## src/rtl/word_cache.sv

```systemverilog
// word_cache: direct-mapped, write-through, no-write-allocate cache of one-word lines
// between the core memory port and physical memory; rev 1.0
`default_nettype none

module word_cache #(
  parameter int IDX_BITS = 4
) (
  input  logic        clk,
  input  logic        rst,
  input  logic        mem_read,
  input  logic        mem_write,
  input  logic [3:0]  mem_byte_enable,
  input  logic [31:0] mem_address,
  input  logic [31:0] mem_wdata,
  output logic        mem_resp,
  output logic [31:0] mem_rdata,
  output logic        pmem_read,
  output logic        pmem_write,
  output logic [3:0]  pmem_byte_enable,
  output logic [31:0] pmem_address,
  output logic [31:0] pmem_wdata,
  input  logic        pmem_resp,
  input  logic [31:0] pmem_rdata
);

  localparam int LINES = 1 << IDX_BITS;
  localparam int TAG_W = 30 - IDX_BITS;

  typedef enum logic [1:0] {
    S_IDLE  = 2'd0,
    S_FILL  = 2'd1,
    S_WRITE = 2'd2,
    S_RESP  = 2'd3
  } state_t;

  state_t r_state;
  state_t w_next;

  logic [LINES-1:0] r_valid;
  logic [TAG_W-1:0] r_tag  [LINES];
  logic [31:0]      r_data [LINES];

  logic [29:0] r_addr;
  logic [31:0] r_wdata;
  logic [31:0] r_rdata;
  logic [3:0]  r_be;

  logic [IDX_BITS-1:0] w_idx;
  logic [TAG_W-1:0]    w_tag;
  logic [IDX_BITS-1:0] w_fill_idx;
  logic [TAG_W-1:0]    w_fill_tag;
  logic                w_hit;
  logic                w_unused;

  assign w_idx      = mem_address[IDX_BITS+1:2];
  assign w_tag      = mem_address[31:IDX_BITS+2];
  assign w_fill_idx = r_addr[IDX_BITS-1:0];
  assign w_fill_tag = r_addr[29:IDX_BITS];
  assign w_hit      = r_valid[w_idx] && (r_tag[w_idx] == w_tag);
  assign w_unused   = ^mem_address[1:0];

  // pmem and core outputs come only from state and latched registers
  assign pmem_read        = (r_state == S_FILL);
  assign pmem_write       = (r_state == S_WRITE);
  assign pmem_address     = {r_addr, 2'b00};
  assign pmem_wdata       = r_wdata;
  assign pmem_byte_enable = r_be;
  assign mem_resp         = (r_state == S_RESP);
  assign mem_rdata        = r_rdata;

  always_ff @(posedge clk or posedge rst) begin
    if (rst) begin
      r_state <= S_IDLE;
    end else begin
      r_state <= w_next;
    end
  end

  always_comb begin
    w_next = r_state;
    case (r_state)
      S_IDLE: begin
        if (mem_write) begin
          w_next = S_WRITE;
        end else if (mem_read) begin
          w_next = w_hit ? S_RESP : S_FILL;
        end
      end
      S_FILL:  if (pmem_resp) w_next = S_RESP;
      S_WRITE: if (pmem_resp) w_next = S_RESP;
      S_RESP:  w_next = S_IDLE;
      default: w_next = S_IDLE;
    endcase
  end

  always_ff @(posedge clk or posedge rst) begin
    if (rst) begin
      r_valid <= '0;
      r_addr  <= '0;
      r_wdata <= '0;
      r_be    <= '0;
      r_rdata <= '0;
    end else begin
      case (r_state)
        S_IDLE: begin
          if (mem_write) begin
            r_addr  <= mem_address[31:2];
            r_wdata <= mem_wdata;
            r_be    <= mem_byte_enable;
          end else if (mem_read) begin
            if (w_hit) begin
              r_rdata <= r_data[w_idx];
            end else begin
              r_addr <= mem_address[31:2];
            end
          end
        end
        S_FILL: begin
          if (pmem_resp) begin
            r_rdata             <= pmem_rdata;
            r_valid[w_fill_idx] <= 1'b1;
          end
        end
        default: ;
      endcase
    end
  end

  // Array updates depend on r_state, which reset forces to IDLE with all lines invalid
  always_ff @(posedge clk) begin
    if ((r_state == S_IDLE) && mem_write && w_hit) begin
      for (int b = 0; b < 4; b++) begin
        if (mem_byte_enable[b]) begin
          r_data[w_idx][8*b +: 8] <= mem_wdata[8*b +: 8];
        end
      end
    end
    if ((r_state == S_FILL) && pmem_resp) begin
      r_data[w_fill_idx] <= pmem_rdata;
      r_tag[w_fill_idx]  <= w_fill_tag;
    end
  end

endmodule

`default_nettype wire

```

## config.mk

```make
export PLATFORM = sky130hd
export DESIGN_NAME = word_cache
export DESIGN_NICKNAME = d
export VERILOG_FILES = /design/src/rtl/word_cache.sv
export SDC_FILE = /design/constraint.sdc
export NUM_CORES = 1
export LEC_CHECK = 0
export ABC_CLOCK_PERIOD_IN_PS = 4400
export CORE_ASPECT_RATIO = 1.5
export CORE_MARGIN = 4
export CORE_UTILIZATION = 54
export CTS_CLUSTER_DIAMETER = 200
export DETAILED_ROUTE_END_ITERATION = 10
export PLACE_DENSITY = 0.83
export SYNTH_ARGS = -nofsm -noshare
export SYNTH_HDL_FRONTEND = slang
export SYNTH_SLANG_ARGS = --single-unit
```

## constraint.sdc

```tcl
create_clock -name clk -period 4.4 [get_ports clk]
set_clock_uncertainty 0.05 [all_clocks]
set_input_delay 1.1 -clock clk [delete_from_list [all_inputs] [get_ports clk]]
set_output_delay 1.1 -clock clk [all_outputs]
set_load 0.1 [all_outputs]
```

[Yosys cells after proc, flatten, opt, wreduce, memory -nomap -nowiden]
Memory sizes are Yosys's and may differ from the RTL's.
Index checks and enable logic that the tools add are counted.
Word-level totals
  memory bits (writable): 928
  bits in registers: 116
  word-level logic and storage cells: 72
  memories: 2
  bits of input ports: 105
Memory list
  r_data: words 16, bits a word 32, rd ports 1, clocked after Yosys merged registers in 0, wr ports 1, line 41  | logic [31:0] r_data [LINES];
  r_tag: words 16, bits a word 26, rd ports 1, clocked after Yosys merged registers in 0, wr ports 1, line 40  | logic [TAG_W-1:0] r_tag [LINES];
Operators by class
  eq/ne operators: 11
  magnitude comparators: 3
  reduce and logical (&&, ||, !) cells: 15
  multiplexer cells: 34
  bitwise gates (word level): 1
Operators by type and width (count)
  $mux W32: 5
  $mux W30: 3
  $pmux W32 S2: 1
  $reduce_or A32 Y1: 1
  $eq A26 B26 Y1: 1
  $mux W1: 16
  $or A16 B16 Y16: 1
  $lt A4 B5 Y1 const B: 2
  $mux W2: 4
  $mux W4: 2
  $ne A2 B2 Y1 const B: 4
  $pmux W2 S3: 1
  $reduce_and A2 Y1: 3
  $logic_and A1 B1 Y1: 5
  $reduce_and A5 Y1: 1
  $bmux W1 S4: 1
  $demux W1 S4: 1
  $eq A2 B2 Y1 const B: 2
  $ge A4 B1 Y1 const B: 1
  $ne A2 B1 Y1 const B: 2
  $reduce_bool A2 Y1: 2
  $ne A3 B3 Y1 const B: 1
  $reduce_and A3 Y1: 1
  $eq A2 B1 Y1 const B: 1
  2 further kinds: 2

[Logic depth before layout (Yosys ltp)]
  word-level depth: 7
  depth in mapped cells: 17
  gate-level depth less buffers: 9

[Worst setup path after synthesis]
OpenSTA, ideal clock, no wires.
  kind: input -> register
  start point: in mem_address[2]
  end point: mem r_data[10][0] (enable)
  data arrival time: 4.611 ns
  required time: 3.980 ns
  buffers on the path: 7
  stages: 15
  setup time: 0.370 ns
  slack: -0.631 ns
  cells stage by stage: buf_4 -> buf_6 -> buf_4 -> buf_4 -> buf_2 -> buf_2 -> mux2i_1 -> xor2_1 -> nor2_1 -> nor4b_1 -> nand4_1 -> nor4_4 -> a31oi_4 -> buf_6 -> nor2_1
On the way
  longest elaborated chain between the ends: 7
  elaborated cells between the ends (all ways): 10
  classes of those cells: eq/ne: 1; mux: 6; reduce/logical: 2; memory: 1
Ends and longest elaborated chain
  start: declaration: line 13  | input logic [31:0] mem_address,
  $mem_v2 Z16 W26 or $bmux W1 S4 (tied branches)
  $eq A26 B26 Y1 or $mux W1 (tied branches): line 59  | assign w_hit = r_valid[w_idx] && (r_tag[w_idx] == w_tag);
  $logic_and A1 B1 Y1: line 59
  $logic_and A1 B1 Y1: line 131  | if ((r_state == S_IDLE) && mem_write && w_hit) begin
  $mux W1: line 131
  $mux W1 (not written as such): line 134  | r_data[w_idx][8*b +: 8] <= mem_wdata[8*b +: 8];
  $mux W4 (no source line)
  end: declaration: line 41
Parallel ways exist; a longest one is shown, timed or not. The select of a mux whose other input is x is not followed.

[Worst setup path in the final report]
  start point: in mem_address[4]
  end point: mem r_data[3][30] (enable)
The elaborated chain is that of the path after synthesis.

==> report_table.html <==
<table>
<tr><th>Metric</th><th>Value</th></tr>
<tr><th colspan="2">Outcome</th></tr>
<tr><td>Outcome</td><td>finished clean</td></tr>
<tr><th colspan="2">Power</th></tr>
<tr><td>Relative contribution of sequential cells to total power</td><td>a little under half</td></tr>
<tr><td>Worst IR drop on VDD</td><td>0.0005634 V</td></tr>
<tr><td>Clock network fraction of design power</td><td>28.0%</td></tr>
<tr><td>Net switching fraction of the power</td><td>35.42%</td></tr>
<tr><td>Net switching power</td><td>10.53 mW</td></tr>
<tr><td>Comb power frac</td><td>26.9%</td></tr>
<tr><td>Leakage</td><td>16.85 nW</td></tr>
<tr><td>Final total power</td><td>29.73 mW</td></tr>
<tr><td>Internal power component</td><td>19.20 mW</td></tr>
<tr><td>P per Cell Area</td><td>just under 600 nW/um2</td></tr>
<tr><th colspan="2">Drt</th></tr>
<tr><td>First-pass iteration count of the detailed router</td><td>6</td></tr>
<tr><td>Routed wire length</td><td>107200 um</td></tr>
<tr><td>Per-cell via count in the routed design</td><td>6.367</td></tr>
<tr><td>Remaining design rule violation count</td><td>0</td></tr>
<tr><td>Wire per inst</td><td>29.42 um</td></tr>
<tr><td>First DRT Iteration DRCs</td><td>approximately 2.8k</td></tr>
<tr><td>Vias</td><td>23.20k</td></tr>
<tr><td>Antenna viol nets, final</td><td>0</td></tr>
<tr><th colspan="2">Cells and area</th></tr>
<tr><td>Non-Filler Instances</td><td>approximately 3.6k</td></tr>
<tr><td>Share of the core filled with cells in the final layout</td><td>65.32%</td></tr>
<tr><td>Final Instance Area</td><td>49960 um2</td></tr>
<tr><td>Total area of multi-input combinational cells</td><td>10820 um2</td></tr>
<tr><td>Leading cell type in the layout, fill and taps excluded</td><td>sky130_fd_sc_hd__edfxtp_1</td></tr>
<tr><td>Seq. cell area</td><td>30770 um2</td></tr>
<tr><td>Top library cells by usage in the layout, fill and taps aside</td><td>928 x sky130_fd_sc_hd__edfxtp_1, 249 x sky130_fd_sc_hd__nand2_1, 237 x sky130_fd_sc_hd__mux4_2</td></tr>
<tr><td>Layout area overhead</td><td>19.72%</td></tr>
<tr><td>Final nets</td><td>2659</td></tr>
<tr><td>Number of filler cells placed in the layout</td><td>4692</td></tr>
<tr><td>Proportion of layout cells with a drive suffix above 1</td><td>28.13%</td></tr>
<tr><th colspan="2">Place</th></tr>
<tr><td>Total of buffers placed on input and output ports</td><td>203</td></tr>
<tr><td>DP HPWL</td><td>68210 um</td></tr>
<tr><td>Cell count after placement</td><td>between 3k and 4k</td></tr>
<tr><td>Final GP Congestion</td><td>0.8836</td></tr>
<tr><td>Cell area after placement</td><td>46770 um2</td></tr>
<tr><th colspan="2">Yosys</th></tr>
<tr><td>Mean instance size in the synthesized netlist</td><td>19.03 um2</td></tr>
<tr><td>Number of synthesized register bits</td><td>1044</td></tr>
<tr><td>Post-synthesis sequential area ratio</td><td>73.73%</td></tr>
<tr><td>Area share of the leading cell type in the synthesized netlist</td><td>66.77%</td></tr>
<tr><td>Synthesized instance count</td><td>2193</td></tr>
<tr><td>Dominant register cell in the synthesized netlist</td><td>sky130_fd_sc_hd__edfxtp_1</td></tr>
<tr><td>Synth cell types</td><td>72</td></tr>
<tr><td>Largest cells by area after synthesis</td><td>sky130_fd_sc_hd__edfxtp_1 67%, sky130_fd_sc_hd__mux4_2 13%, sky130_fd_sc_hd__dfrtp_1 7.0%</td></tr>
<tr><td>Yosys warnings</td><td>0</td></tr>
<tr><td>Synth async-reset ratio</td><td>about 11%</td></tr>
<tr><td>Largest area contributor in the synthesized netlist</td><td>sky130_fd_sc_hd__edfxtp_1</td></tr>
<tr><td>Post-synth EDFFs</td><td>between 900 and 1k</td></tr>
<tr><td>Post-Synthesis Cell Area</td><td>41730 um2</td></tr>
<tr><th colspan="2">Timing</th></tr>
<tr><td>Slew @ Worst Pin</td><td>1.135 ns</td></tr>
<tr><td>Peak clock frequency supported by timing</td><td>229.7 MHz</td></tr>
<tr><td>Clock period minus worst slack</td><td>4.354 ns</td></tr>
<tr><td>Setup violation total in the final timing report</td><td>0</td></tr>
<tr><td>Ratio of final minimum period to clock period</td><td>approximately 100%</td></tr>
<tr><td>RSZ-0062 raised after global routing</td><td>false</td></tr>
<tr><td>Setup TNS</td><td>0 ns</td></tr>
<tr><td>Number of hold-slack violations in the final timing report</td><td>0</td></tr>
<tr><td>Slew headroom</td><td>between 20% and 30%</td></tr>
<tr><td>Slew Viols, Final</td><td>0</td></tr>
<tr><th colspan="2">Floorplan</th></tr>
<tr><td>Core Footprint</td><td>76490 um2</td></tr>
<tr><td>Vertical die dimension</td><td>348.5 um</td></tr>
<tr><td>Starting Density</td><td>54.56%</td></tr>
<tr><td>Total Die Area</td><td>81890 um2</td></tr>
<tr><td>Count of boundary I/O pins</td><td>208</td></tr>
<tr><td>Chip width</td><td>around 230 um</td></tr>
<tr><td>Cell row count</td><td>124</td></tr>
<tr><th colspan="2">GRT</th></tr>
<tr><td>Global-route usage over all layers</td><td>25.89%</td></tr>
<tr><td>First-pass GRT wire length</td><td>157700 um</td></tr>
<tr><td>Pin count of the biggest net entering global routing</td><td>96</td></tr>
<tr><td>Number of global-route vias before repair</td><td>23.96k</td></tr>
<tr><td>Number of antenna violations at the first check in global routing</td><td>1</td></tr>
<tr><td>Overall overflow remaining after global route</td><td>0</td></tr>
<tr><th colspan="2">Setup path</th></tr>
<tr><td>Largest delay contributor family on the critical path</td><td>buffers and inverters</td></tr>
<tr><td>Critical path start-end classification</td><td>in -&gt; reg</td></tr>
<tr><td>Maximum fanout encountered on the critical timing path</td><td>24</td></tr>
<tr><td>Worst path cell trace</td><td>buf_6, buf_4, buf_12, buf_12, inv_2, mux4_2, xnor2_1, nor2_1, a2111oi_1, nand4_1, nor4_4, buf_12, a31oi_4, buf_12, nor2_2, buf_4</td></tr>
<tr><td>Sort of element at the start of the critical path</td><td>input port</td></tr>
<tr><td>Depth of the worst register-to-register path</td><td>12</td></tr>
<tr><td>Kind of end point of the critical path</td><td>flip-flop</td></tr>
<tr><td>Critical Path Stages</td><td>16</td></tr>
<tr><td>Cell repeated most along the worst path</td><td>sky130_fd_sc_hd__buf_12</td></tr>
<tr><td>Worst stage delay on the critical path</td><td>0.52 ns</td></tr>
<tr><td>Number of buffers and inverters on the critical path</td><td>8</td></tr>
<tr><td>Req. time, crit path</td><td>between 4 and 5 ns</td></tr>
<tr><td>Crit-path slowest cell</td><td>sky130_fd_sc_hd__a2111oi_1</td></tr>
<tr><td>Critical Path AT</td><td>roughly 4.7 ns</td></tr>
<tr><th colspan="2">Clock tree</th></tr>
<tr><td>Clock input transition at the sequential cells of the worst setup and hold paths</td><td>0.06 ns</td></tr>
<tr><td>Number of clock sinks</td><td>1044</td></tr>
<tr><td>Inserted Clock Buffers</td><td>96</td></tr>
<tr><td>CTS H-tree depth</td><td>3</td></tr>
<tr><td>Post-CTS setup-driven buffer insertion count</td><td>0</td></tr>
<tr><td>Post-CTS Hold Fix Bufs</td><td>0</td></tr>
<tr><td>Later-pin clock latency in the skew report</td><td>about 0.67 ns</td></tr>
<tr><td>Maximum number of buffers from clock root to sink</td><td>3</td></tr>
<tr><td>Buffer type at the clock tree root</td><td>sky130_fd_sc_hd__clkbuf_16</td></tr>
<tr><td>Clock tree from TritonCTS</td><td>done</td></tr>
<tr><th colspan="2">Job</th></tr>
<tr><td>Max-cap check violation count</td><td>0</td></tr>
<tr><th colspan="2">Hold path</th></tr>
<tr><td>Number of stages on the worst hold path</td><td>1</td></tr>
<tr><td>Worst Hold Class</td><td>reg -&gt; reg</td></tr>
</table>
[logic make-up (layout without fill, tap and decap cells)]
| family | after synthesis | count (layout) | share of synthesized area, % |
|---|---|---|---|
| compound gates | 148 | 148 | 2.716 |
| buf+inv | 136 | 576 | 1.685 |
| mux | 361 | 361 | 16.03 |
| simple gates | 473 | 473 | 5.163 |
| fa+ha+maj | 4 | 4 | 0.1199 |
| other cells | 1 | 3 | 0.008986 |
| xor+xnor | 26 | 26 | 0.5457 |
| flops | 1044 | 1044 | 73.73 |
[flip-flops by register name, indices dropped and copies added, names as in the netlist]
signal and cells:
r_state 2, r_valid 16, r_addr 30, r_tag 416, pmem_wdata 32, pmem_byte_enable 4, r_data 512, mem_rdata 32
[repair_timing]
action                                  in CTS  in global routing
resized for setup                            1                 12
pin swaps                                    0                  1
endpoints found under the setup margin      37                472
[synth_stat cells (5+ instances only)]
cell	count
sky130_fd_sc_hd__or2_2	17
sky130_fd_sc_hd__mux2_2	37
sky130_fd_sc_hd__nor3_1	12
sky130_fd_sc_hd__buf_4	13
sky130_fd_sc_hd__a2bb2oi_1	30
sky130_fd_sc_hd__o21ai_0	39
sky130_fd_sc_hd__clkbuf_1	57
sky130_fd_sc_hd__buf_6	12
sky130_fd_sc_hd__nor2b_1	8
sky130_fd_sc_hd__nand2_1	251
sky130_fd_sc_hd__o22ai_1	8
sky130_fd_sc_hd__nand3b_1	30
sky130_fd_sc_hd__nor2_1	96
sky130_fd_sc_hd__buf_2	34
sky130_fd_sc_hd__nand4_1	6
sky130_fd_sc_hd__xnor2_1	12
sky130_fd_sc_hd__a221oi_1	10
sky130_fd_sc_hd__mux2i_1	83
sky130_fd_sc_hd__nand3_1	10
sky130_fd_sc_hd__a31oi_1	6
sky130_fd_sc_hd__dfrtp_1	116
sky130_fd_sc_hd__and2_1	6
sky130_fd_sc_hd__a21oi_1	5
sky130_fd_sc_hd__inv_1	10
sky130_fd_sc_hd__mux4_2	237
sky130_fd_sc_hd__edfxtp_1	928
sky130_fd_sc_hd__a211oi_1	5
sky130_fd_sc_hd__nand2b_1	9
sky130_fd_sc_hd__xor2_1	14
sky130_fd_sc_hd__or4_1	5
sky130_fd_sc_hd__a22oi_1	7
sky130_fd_sc_hd__buf_1	8
[worst register-to-register path: stages (launching register included)]
cell and delay (ns):
sky130_fd_sc_hd__edfxtp_1 0.37, sky130_fd_sc_hd__mux4_2 0.47, sky130_fd_sc_hd__mux2i_1 0.24, sky130_fd_sc_hd__o22ai_1 0.14, sky130_fd_sc_hd__xor2_1 0.21, sky130_fd_sc_hd__or4_1 0.57, sky130_fd_sc_hd__or4b_4 0.51, sky130_fd_sc_hd__nor4_4 0.39
sky130_fd_sc_hd__buf_12 0.19, sky130_fd_sc_hd__a31oi_4 0.10, sky130_fd_sc_hd__buf_12 0.21, sky130_fd_sc_hd__nor2_2 0.13, sky130_fd_sc_hd__buf_4 0.20
[power groups by stage]
stage / registers [mW] / clock network (mW) / logic (mW)
after floorplan: 16.5 / 0 / 2.42
after global placement: 13.5 / 0 / 7.75
after detailed placement: 13.6 / 0 / 7.93
after CTS: 13.4 / 8.40 / 8.00
after global routing: 13.5 / 8.82 / 8.27
final: 13.4 / 8.31 / 8.00
[path summary, 6_finish.rpt]
path | startpoint | end | slack (ns)
min reg2reg | r_valid[8] | r_valid[8] | 0.42
max | mem_address[4] | r_data[3][30] | 0.05
max in group asynchronous | rst | mem_rdata[26] | 2.40
min in group asynchronous | rst | mem_rdata[1] | 1.03
max reg2reg | r_tag[2][6] | r_data[3][30] | 0.34
min | r_valid[8] | r_valid[8] | 0.42
[cell type report]
| cell class | instances | share of cell area [%] |
|---|---|---|
| multi-input cells | 1014 | 21.65 |
| clock inverters | 65 | 1.197 |
| inverters | 11 | 0.09266 |
| repair buffers | 383 | 7.854 |
| clock buffers | 117 | 5.086 |
| well taps | 1008 | 2.524 |
| diodes | 1 | 0.005009 |
| flip-flops and latches | 1044 | 61.59 |
[per-stage QoR]
| stage | hold WS, ns | setup slack, ns |
|---|---|---|
| 4_1_cts | 0.4196 | 0.09386 |
| 3_3_place_gp | 0.3958 | -0.5604 |
| 2_1_floorplan | 0.3837 | -0.3619 |
| 3_5_place_dp | 0.3971 | -0.7115 |
| 6_report | 0.4233 | 0.04611 |
| 5_1_grt | 0.4295 | 0.0005866 |
[metal layers]
layer	GRT usage [%]	routed length (um)	up-vias
li1	-	-	9486
met1	31.30	36900	11972
met2	45.46	55840	1411
met3	4.956	8833	327
met4	11.92	5584	0
met5	0	0	-
Note: power is estimated with default switching activity, not from simulation.
